### src/rtl/fifo_to_sram_writer_if.sv
// FIFO-read and SRAM-write bus between the output-queue FIFO, the writer and the SRAM controller.
// The master side is the writer: it pops the FIFO and issues SRAM write requests.
interface fifo_to_sram_writer_if #(
  parameter int MEM_ADDR_WIDTH = 19,
  parameter int DATA_WIDTH     = 192,
  parameter int NUM_QUEUES     = 5
);
  logic [DATA_WIDTH+9:0]     din;
  logic                      din_valid;
  logic                      rd_en;
  logic [NUM_QUEUES-1:0]     oq;
  logic                      sram_wr_en;
  logic [MEM_ADDR_WIDTH-1:0] sram_addr;
  logic [DATA_WIDTH-1:0]     sram_wr_data;
  logic                      sram_ready;

  modport master (
    input  din, din_valid, oq, sram_ready,
    output rd_en, sram_wr_en, sram_addr, sram_wr_data
  );

  modport slave (
    output din, din_valid, oq, sram_ready,
    input  rd_en, sram_wr_en, sram_addr, sram_wr_data
  );
endinterface

### src/rtl/fifo_to_sram_writer.sv
// Writes packets popped from the output-queue FIFO into per-queue circular SRAM regions,
// admitting a packet only if its queue has room and committing it on its last entry.
module fifo_to_sram_writer #(
  parameter int NUM_QUEUES     = 5,
  parameter int MEM_ADDR_WIDTH = 19,
  parameter int QUEUE_SIZE     = 104857,
  parameter int MAX_PKT_WORDS  = 66,
  parameter int DATA_WIDTH     = 192
) (
  input  logic                               memclk,
  input  logic                               memreset,
  fifo_to_sram_writer_if.master              bus,
  input  logic                               free_valid,
  input  logic [2:0]                         free_qid,
  input  logic [MEM_ADDR_WIDTH-1:0]          free_words,
  output logic                               pkt_done,
  output logic [2:0]                         pkt_qid,
  output logic [MEM_ADDR_WIDTH-1:0]          pkt_words,
  output logic [NUM_QUEUES*MEM_ADDR_WIDTH-1:0] q_occupancy
);
  localparam int AW = MEM_ADDR_WIDTH;

  typedef enum logic [1:0] {IDLE, WRITE, DROP} state_t;
  state_t state, next_state;

  logic [AW-1:0] wptr [NUM_QUEUES];
  logic [AW-1:0] cptr [NUM_QUEUES];
  logic [AW-1:0] occ  [NUM_QUEUES];
  logic [2:0]    cur_q;
  logic [AW-1:0] cur_len;

  logic                  wr_en_r;
  logic [AW-1:0]         wr_addr_r;
  logic [DATA_WIDTH-1:0] wr_data_r;

  logic          rd_en, take, is_tlast, is_header;
  logic [2:0]    hdr_q;
  logic          hdr_hit, admit;
  logic [AW-1:0] hdr_wptr, hdr_occ, cur_wptr, inflight, wr_addr, len_next;
  logic [AW+1:0] need;
  logic [2:0]    wr_q;
  logic          write_now, commit, rollback;
  logic          unused_strobe;

  function automatic logic [AW-1:0] region_base(input int q);
    return AW'(q * QUEUE_SIZE);
  endfunction

  function automatic logic [AW-1:0] advance(input int q, input logic [AW-1:0] p);
    if (p == region_base(q) + AW'(QUEUE_SIZE - 1)) return region_base(q);
    return p + AW'(1);
  endfunction

  assign unused_strobe = ^bus.din[9:5];

  assign rd_en            = bus.din_valid && ((state == DROP) || !wr_en_r || bus.sram_ready);
  assign bus.rd_en        = rd_en;
  assign bus.sram_wr_en   = wr_en_r;
  assign bus.sram_addr    = wr_addr_r;
  assign bus.sram_wr_data = wr_data_r;

  genvar gq;
  for (gq = 0; gq < NUM_QUEUES; gq++) begin : g_occ
    assign q_occupancy[gq*AW +: AW] = occ[gq];
  end

  always_ff @(posedge memclk or posedge memreset) begin
    if (memreset) state <= IDLE;
    else          state <= next_state;
  end

  // A header that also carries tlast is a complete one-word packet, so it never opens
  // a WRITE or DROP phase that would wait for a second tlast.
  always_comb begin
    next_state = state;
    take       = bus.din_valid && rd_en && bus.din[0];
    is_tlast   = bus.din[1];
    is_header  = (bus.din[4:2] == 3'd0);
    hdr_q      = 3'd0;
    hdr_wptr   = '0;
    hdr_occ    = '0;
    cur_wptr   = '0;
    for (int q = NUM_QUEUES - 1; q >= 0; q--) begin
      if (bus.oq[q]) begin
        hdr_q    = 3'(q);
        hdr_wptr = wptr[q];
        hdr_occ  = occ[q];
      end
    end
    for (int q = 0; q < NUM_QUEUES; q++) begin
      if (cur_q == 3'(q)) cur_wptr = wptr[q];
    end
    hdr_hit   = |bus.oq;
    inflight  = (state == WRITE) ? cur_len : '0;
    need      = {2'b00, hdr_occ} + {2'b00, inflight} + (AW+2)'(MAX_PKT_WORDS);
    admit     = hdr_hit && (need <= (AW+2)'(QUEUE_SIZE));
    write_now = 1'b0;
    wr_q      = cur_q;
    wr_addr   = cur_wptr;
    len_next  = cur_len;
    commit    = 1'b0;
    rollback  = 1'b0;
    case (state)
      IDLE: begin
        if (take && is_header) begin
          if (admit) begin
            write_now = 1'b1;
            wr_q      = hdr_q;
            wr_addr   = hdr_wptr;
            len_next  = AW'(1);
            if (is_tlast) commit = 1'b1;
            else          next_state = WRITE;
          end else if (!is_tlast) begin
            next_state = DROP;
          end
        end
      end
      WRITE: begin
        if (take) begin
          write_now = 1'b1;
          len_next  = cur_len + AW'(1);
          if (is_tlast) begin
            commit     = 1'b1;
            next_state = IDLE;
          end else if (len_next == AW'(MAX_PKT_WORDS)) begin
            rollback   = 1'b1;
            next_state = DROP;
          end
        end
      end
      DROP: begin
        if (take && is_tlast) next_state = IDLE;
      end
      default: next_state = IDLE;
    endcase
  end

  // Pointer, occupancy and output-register updates; a stalled request is held until sram_ready.
  always_ff @(posedge memclk or posedge memreset) begin
    if (memreset) begin
      for (int q = 0; q < NUM_QUEUES; q++) begin
        wptr[q] <= region_base(q);
        cptr[q] <= region_base(q);
        occ[q]  <= '0;
      end
      cur_q     <= 3'd0;
      cur_len   <= '0;
      wr_en_r   <= 1'b0;
      wr_addr_r <= '0;
      wr_data_r <= '0;
      pkt_done  <= 1'b0;
      pkt_qid   <= 3'd0;
      pkt_words <= '0;
    end else begin
      if (write_now) begin
        wr_en_r   <= 1'b1;
        wr_addr_r <= wr_addr;
        wr_data_r <= bus.din[DATA_WIDTH+9:10];
        cur_q     <= wr_q;
        cur_len   <= len_next;
      end else if (bus.sram_ready) begin
        wr_en_r <= 1'b0;
      end
      for (int q = 0; q < NUM_QUEUES; q++) begin
        if (write_now && wr_q == 3'(q)) begin
          if (rollback) wptr[q] <= cptr[q];
          else          wptr[q] <= advance(q, wr_addr);
          if (commit)   cptr[q] <= advance(q, wr_addr);
        end
        occ[q] <= occ[q]
                  + ((commit && wr_q == 3'(q)) ? len_next : '0)
                  - ((free_valid && free_qid == 3'(q)) ? free_words : '0);
      end
      pkt_done <= commit;
      if (commit) begin
        pkt_qid   <= wr_q;
        pkt_words <= len_next;
      end
    end
  end
endmodule

### src/flat_wrapper.sv
// flat-port wrapper written by rule: the top's interface ports become plain ports
module fifo_to_sram_writer_flat 
#(
  parameter int NUM_QUEUES     = 5,
  parameter int MEM_ADDR_WIDTH = 19,
  parameter int QUEUE_SIZE     = 104857,
  parameter int MAX_PKT_WORDS  = 66,
  parameter int DATA_WIDTH     = 192
)
  (memclk, memreset, free_valid, free_qid, free_words, pkt_done, pkt_qid, pkt_words, q_occupancy, bus_din, bus_din_valid, bus_oq, bus_sram_ready, bus_rd_en, bus_sram_wr_en, bus_sram_addr, bus_sram_wr_data);
  fifo_to_sram_writer_if #(.MEM_ADDR_WIDTH(MEM_ADDR_WIDTH), .DATA_WIDTH(DATA_WIDTH), .NUM_QUEUES(NUM_QUEUES)) bus_i ();
  input  logic memclk;
  input  logic memreset;
  input  logic free_valid;
  input  logic [2:0] free_qid;
  input  logic [MEM_ADDR_WIDTH-1:0] free_words;
  output logic pkt_done;
  output logic [2:0] pkt_qid;
  output logic [MEM_ADDR_WIDTH-1:0] pkt_words;
  output logic [NUM_QUEUES*MEM_ADDR_WIDTH-1:0] q_occupancy;
  input wire logic [$bits(bus_i.din)-1:0] bus_din;
  input wire logic [$bits(bus_i.din_valid)-1:0] bus_din_valid;
  input wire logic [$bits(bus_i.oq)-1:0] bus_oq;
  input wire logic [$bits(bus_i.sram_ready)-1:0] bus_sram_ready;
  output wire logic [$bits(bus_i.rd_en)-1:0] bus_rd_en;
  output wire logic [$bits(bus_i.sram_wr_en)-1:0] bus_sram_wr_en;
  output wire logic [$bits(bus_i.sram_addr)-1:0] bus_sram_addr;
  output wire logic [$bits(bus_i.sram_wr_data)-1:0] bus_sram_wr_data;
  assign bus_i.din = bus_din;
  assign bus_i.din_valid = bus_din_valid;
  assign bus_i.oq = bus_oq;
  assign bus_i.sram_ready = bus_sram_ready;
  assign bus_rd_en = bus_i.rd_en;
  assign bus_sram_wr_en = bus_i.sram_wr_en;
  assign bus_sram_addr = bus_i.sram_addr;
  assign bus_sram_wr_data = bus_i.sram_wr_data;
  fifo_to_sram_writer #(.NUM_QUEUES(NUM_QUEUES), .MEM_ADDR_WIDTH(MEM_ADDR_WIDTH), .QUEUE_SIZE(QUEUE_SIZE), .MAX_PKT_WORDS(MAX_PKT_WORDS), .DATA_WIDTH(DATA_WIDTH)) u_core (.memclk(memclk), .memreset(memreset), .bus(bus_i), .free_valid(free_valid), .free_qid(free_qid), .free_words(free_words), .pkt_done(pkt_done), .pkt_qid(pkt_qid), .pkt_words(pkt_words), .q_occupancy(q_occupancy));
endmodule
### config.mk
export PLATFORM = sky130hd
export DESIGN_NAME = fifo_to_sram_writer_flat
export DESIGN_NICKNAME = d
export VERILOG_FILES = /design/src/rtl/fifo_to_sram_writer_if.sv /design/src/rtl/fifo_to_sram_writer.sv /design/src/flat_wrapper.sv
export SDC_FILE = /design/constraint.sdc
export NUM_CORES = 2
export LEC_CHECK = 0
export BUFFER_PORTS_ARGS = -buffer_cell sky130_fd_sc_hd__buf_2
export CORE_UTILIZATION = 40
export CTS_CLUSTER_DIAMETER = 60
export DETAILED_ROUTE_END_ITERATION = 8
export GPL_ROUTABILITY_DRIVEN = 0
export MAX_ROUTING_LAYER = met4
export PLACE_DENSITY = 0.69
export SYNTH_ARGS = -nofsm -noshare
export SYNTH_HDL_FRONTEND = slang
export SYNTH_SLANG_ARGS = --single-unit
### constraint.sdc
create_clock -name memclk -period 26.8 [get_ports memclk]
set_clock_uncertainty 0.2 [all_clocks]
set_input_delay 5.36 -clock memclk [delete_from_list [all_inputs] [get_ports memclk]]
set_output_delay 5.36 -clock memclk [all_outputs]
set_load 0.02 [all_outputs]
# --- Word-level counts from Yosys, hierarchy flattened ---
# Index checks and enable logic that the tools add are counted.
word_totals:
  regBits: 544
  latch_bits: 0
  ram_bits: 0
  mem_bits_ro: 0
  output_inout_bits: 331
  word_cells: 211
  memories: 0
classes:
  addsub: 14
  multipliers: 0
  n_div: 0
  n_lt_le_gt_ge: 1
  eq_ne: 25
  n_shift: 0
  mux: 110
  bitwise: 0
  n_reduce_logical: 37
ops:
  columns: ["cell", "count"]
  rows:
  - ["$mux W19", 52]
  - ["$add A19 B19 Y19", 5]
  - ["$sub A19 B19 Y19", 5]
  - ["$eq A19 B19 Y1 const B", 3]
  - ["$add A19 B1 Y19 const B", 2]
  - ["$mux W1", 38]
  - ["$pmux W19 S2", 1]
  - ["$mux W3", 8]
  - ["$add A21 B7 Y21 const B", 1]
  - ["$le A21 B17 Y1 const B", 1]
  - ["$logic_and A1 B1 Y1", 21]
  - ["$add A19 B19 Y20", 1]
  - ["$eq A19 B17 Y1 const B", 1]
  - ["$eq A19 B18 Y1 const B", 1]
  - ["$eq A19 B7 Y1 const B", 1]
  - ["$eq A3 B2 Y1 const B", 6]
  - ["$mux W2", 8]
  - ["$logic_not A3 Y1", 4]
  - ["$reduce_and A2 Y1", 5]
  - ["$eq A3 B1 Y1 const B", 3]
  - ["$eq A3 B3 Y1 const B", 3]
  - ["$pmux W2 S3", 1]
  - ["$reduce_and A5 Y1", 1]
  - ["$reduce_or A5 Y1", 1]
  - ["10 further kinds", 14]

# --- Depth between registers and ports, before layout ---
logic_depth:
  depth_word: 18
  ltp_mapped: 44
  mapped_depth_nobuf: 37

# --- Worst setup path before layout ---
# OpenSTA, ideal clock, no wires.
synth_path:
  path_type: "input-to-reg"
  startpoint: "input port bus_oq[3]"
  endpoint: "register u_core.occ, in the netlist u_core.q_occupancy[56]"
  arrival_time_ns: 15.092
  setup_slack_ns: 11.429
  path_stages: 43
  path_cell_list: "clkbuf_1 -> clkbuf_1 -> clkbuf_1 -> buf_1 -> a221oi_1 -> a211oi_1 -> a211oi_1 -> a21oi_1 -> ha_1 -> inv_1 -> fa_1 -> nand2b_1 -> o2bb2ai_2 -> xnor2_2 -> nand4_1 -> a211o_1 -> or3_1 -> or4_1 -> [... 7 more ...] -> buf_4 -> nand2_1 -> fa_1 -> inv_1 -> fa_1 -> a21o_1 -> a21oi_1 -> o21bai_1 -> a21oi_1 -> o21bai_1 -> a21oi_1 -> o2111ai_1 -> a31oi_1 -> nor2b_1 -> o21a_1 -> o41a_1 -> xnor2_1 -> xor2_1"
synth_between:
  elab_chain_len: 16
  word_cells_on_any_way: 27
synth_rtl:
  columns: ["item", "line", "text"]
  rows:
  - ["start: declaration", "flat_wrapper.sv:23", "input wire logic [$bits(bus_i.oq)-1:0] bus_oq;"]
  - ["$mux W19 (4 in series)", "fifo_to_sram_writer.sv:84", "if (bus.oq[q]) begin"]
  - ["$add A19 B19 Y20", "fifo_to_sram_writer.sv:95", "need = {2'b00, hdr_occ} + {2'b00, inflight} + (AW+2)'(MAX_PKT_WORDS);"]
  - ["$add A21 B7 Y21", "fifo_to_sram_writer.sv:95", null]
  - ["$le A21 B17 Y1", "fifo_to_sram_writer.sv:96", "admit = hdr_hit && (need <= (AW+2)'(QUEUE_SIZE));"]
  - ["$logic_and A1 B1 Y1", "fifo_to_sram_writer.sv:96", null]
  - ["$mux W3", "fifo_to_sram_writer.sv:106", "if (admit) begin"]
  - ["$mux W3", "fifo_to_sram_writer.sv:105", "if (take && is_header) begin"]
  - ["$mux W3", "fifo_to_sram_writer.sv:103", "case (state)"]
  - ["$eq A3 B2 Y1", "fifo_to_sram_writer.sv:171", "+ ((commit && wr_q == 3'(q)) ? len_next : '0)"]
  - ["$logic_and A1 B1 Y1", "fifo_to_sram_writer.sv:171", null]
  - ["$mux W19 (*)", "fifo_to_sram_writer.sv:171", null]
  - ["$add A19 B19 Y19 (*)", "fifo_to_sram_writer.sv:171", null]
  - ["$sub A19 B19 Y19 (*)", "fifo_to_sram_writer.sv:172", "- ((free_valid && free_qid == 3'(q)) ? free_words : '0);"]
  - ["end signal: indexed assignment", "fifo_to_sram_writer.sv:170", "occ[q] <= occ[q]"]
  - ["end: declaration", "fifo_to_sram_writer.sv:28", "logic [AW-1:0] occ [NUM_QUEUES];"]
# Every way passes the cells marked *; elsewhere a longest branch is shown, timed or not.
# A chain may end at the register's enable or synchronous reset.

# --- Worst setup path after layout ---
layout_path:
  startpoint: "input port bus_oq[4]"
  endpoint: "register u_core.occ, in the netlist u_core.q_occupancy[56]"
layout_between:
  elab_chain_len: 17
  word_cells_on_any_way: 29
layout_rtl:
  columns: ["item", "line"]
  rows:
  - ["$mux W19 (5 in series)", "fifo_to_sram_writer.sv:84"]
  - ["$add A19 B19 Y20", "fifo_to_sram_writer.sv:95"]
  - ["$add A21 B7 Y21", "fifo_to_sram_writer.sv:95"]
  - ["$le A21 B17 Y1", "fifo_to_sram_writer.sv:96"]
  - ["$logic_and A1 B1 Y1", "fifo_to_sram_writer.sv:96"]
  - ["$mux W3", "fifo_to_sram_writer.sv:106"]
  - ["$mux W3", "fifo_to_sram_writer.sv:105"]
  - ["$mux W3", "fifo_to_sram_writer.sv:103"]
  - ["$eq A3 B2 Y1", "fifo_to_sram_writer.sv:171"]
  - ["$logic_and A1 B1 Y1", "fifo_to_sram_writer.sv:171"]
  - ["$mux W19 (*)", "fifo_to_sram_writer.sv:171"]
  - ["$add A19 B19 Y19 (*)", "fifo_to_sram_writer.sv:171"]
  - ["$sub A19 B19 Y19 (*)", "fifo_to_sram_writer.sv:172"]
# Marks and branches as above.

==> flow_summary.toml <==
[run_status]
outcome = "finished, final reports clean"

[clock_tree]
cts_buffer_depth = 3
clk_pin_slew_ps = 60
clock_latency_ps = 630
cts_setup_buffers = 0
h-tree-depth = 3
numClockSinks = 544
cts_tree = "built"
cts_made_buffers = 72
cts.repair.resized = 0
holdBufCountCts = 0
cts_root_buf = "clkbuf_16"

[sta]
worst_slew_pin_slew_ps = 1250
setup_violations = 0
min_period_ps = 16370
rsz0062_at_grt = "false"
fin_crit_sh_pct = 61.1
max_freq_mhz = 61.1
maxSlewViolCount = 0
finalSetupTns_ps = 0
layout_setup_ws_ps = 10430
hold_violations = 0
slew_headroom_pct = 15.6

[global_routing]
grt_pass1_vias = 29500
grt_pass1_wl_um = 177000
use_met1_pct = 36.7
grt_max_degree = 190
grt.total_usage_pct = 27.6
grt_antenna_before_repair = 14
gr-usage-met2_pct = 39.7
top_usage_layer = "met2"
grt_overflow = 0
grtUsageMet3_pct = 7.42

[worst_setup_path]
max_stage_delay_ps = 850
cp-end-kind = "flop"
worst-setup-path-type = "in2reg"
crit_top_cell = "a21oi_1"
required_ps = 27150
arrival_ps = 16720
start_kind = "primary input"
slowest_stage = "mux2i_1"
crit_fanout = 25

[synth]
synthArstFlopShare_pct = 100
yosysMostFrequentCell = "nand2_1"
ys_seq_elements = 544
synth_flop_cell = "dfrtp_1"
avgSynthCellArea_sq_um = 8.55
synthAdderAreaFrac_pct = 9.90
yosys-top-cells-area = "dfrtp_1 (35%), nand2_1 (11%), dfstp_2 (5.8%)"
synthCells = 3954
synth_xor_area_share_pct = 3.77
synth_top_area_share_pct = 34.8
synth_top_family_by_area = "simple AND/OR/NAND/NOR gates"
synth-edff-count = 0
synthMuxAreaShare_pct = 3.05
yosys.area.top_type = "dfrtp_1"
netlist_top_cells_count = "nand2_1 (997), dfrtp_1 (470), inv_1 (306), nor2_1 (235), a21oi_1 (175)"
ys_types = 92
yosysWarnings = 0
ys_seq_area_share_pct = 40.5
synth-compound-area-share_pct = 14.6
syn_area_sq_um = 33800
synthSimpleGateAreaFrac_pct = 22.1
syn_nets = 4401

[finish]
final_util_pct = 48.1
fillCellCount = 7911
ff_latch_area_sq_um = 13700
final_cells = 5657
nets = 4898
layout-drive-gt1-share_pct = 20.5
area_growth_pct = 19.0
multi_input_area_sq_um = 18200

[floorplan]
ios = 565
start_util_pct = 40.4
coreArea_sq_um = 83700
die_x_um = 293
dieArea_sq_um = 85700
std_cell_rows = 106
die_h_um = 293

[pwr]
seqPwrFrac_pct = 28.5
ir_drop_mv = 0.0947
p_sw_share_pct = 44.1
cellLeakagePower_nw = 19.8
powerDensity_nw_per_um2 = 114
pwr-share-clk_pct = 21.5
p_switching_mw = 2.02
combPwrFrac_pct = 50.0
internal-power_mw = 2.55

[route]
vias = 31000
wl_um = 117000
routed_via_density = 5.48
route.detailed.drc = 0
wl_per_cell_um = 20.7
antenna_left = 0
drt_iter0_markers = 3377
dr.pass1.iters = 8

[min_path]
hold_class = "reg2reg"

[flow_run]
cap_violations = 0

[placed_design]
dp_slack_ps = 10070
hpwl_um = 85100
placed_cells = 5511
port_buffers = 559
-- cells in the final DEF, fill, tap and decap left out, drive strengths merged, types with 95 or more instances in the layout --
master  synthesis  final
a21oi         178    178
and2          110    110
buf            62    631
clkbuf        146    101
dfrtp         470    470
ha            122    122
inv           309    320
nand2         997    997
nor2          238    238
o21ai         211    211
xnor2          95     95
-- worst paths after layout --
check	start	to	slack [ps]	cells after the start
min in group asynchronous	memreset	u_core.pkt_words[0]$_DFFE_PP0P_	4610	2
worst max-delay path	bus_oq[4]	u_core.q_occupancy[56]$_DFF_PP0_	10430	39
worst min-delay path	u_core.cptr[51]$_DFFE_PP1P_	u_core.cptr[51]$_DFFE_PP1P_	260	2
worst max register to register	u_core.state[0]$_DFFE_PP0P_	u_core.q_occupancy[56]$_DFF_PP0_	15140	35
worst min register to register	u_core.cptr[51]$_DFFE_PP1P_	u_core.cptr[51]$_DFFE_PP1P_	260	2
max in group asynchronous	memreset	u_core.bus.sram_wr_data[107]$_DFFE_PP0P_	19300	4
-- through the flow --
stage          hold slack (ps)  total power [mW]  instance area, sq um
6_report                   256              4.57                 40300
2_1_floorplan              233              2.87                 33800
3_3_place_gp               241              3.51                 37800
3_5_place_dp               246              3.57                 37800
5_1_grt                    271              4.88                 40300
4_1_cts                    256              4.57                 40200
-- critical path: cells and delay by family --
kind                       cells  cell delay, ps
buffers and inverters          5            1350
adders and majority gates      4            1430
AOI/OAI and AO/OA             18            4430
muxes                          1             850
and+or+nand+nor                8            2620
xor gates and xnor gates       3             610
-- power groups by stage --
stage,Combinational [mW],Sequential [mW],Clock (mW)
after detailed placement,2.26,1.31,0
after global routing,2.52,1.33,1.03
after floorplan,1.33,1.54,0
final,2.28,1.30,0.982
after global placement,2.21,1.30,0
after CTS,2.27,1.30,0.997
-- sequential cells by signal, summed over array words and instances (netlist names) --
name                     flops
u_core.bus.sram_addr        19
u_core.bus.sram_wr_data    192
u_core.bus.sram_wr_en        1
u_core.cptr                 95
u_core.cur_len              19
u_core.cur_q                 3
u_core.pkt_done              1
u_core.pkt_qid               3
u_core.pkt_words            19
u_core.q_occupancy          95
u_core.state                 2
u_core.wptr                 95
-- layer usage --
metal | vias to the layer above | routed length, um
met5 | - | 0
met4 | 0 | 5200
met3 | 284 | 12500
met2 | 1580 | 50900
met1 | 14900 | 48800
li1 | 14300 | -
-- final cells by class --
cell class / count / area share (%)
repair buffers: 631 / 8.32
flip-flops and latches: 544 / 34.0
multi-input cells: 2892 / 45.1
clock buffers: 101 / 5.15
inverters: 310 / 2.91
well taps: 1134 / 3.52
diodes: 13 / 0.0808
clock inverters: 32 / 0.836
-- kinds of logic after synthesis --
kind of cell	after synthesis
mux	76
flops	544
fa+ha+maj	213
compound gates	761
buf+inv	518
xor+xnor	135
simple gates	1707
(Power assumes the default switching activity.)
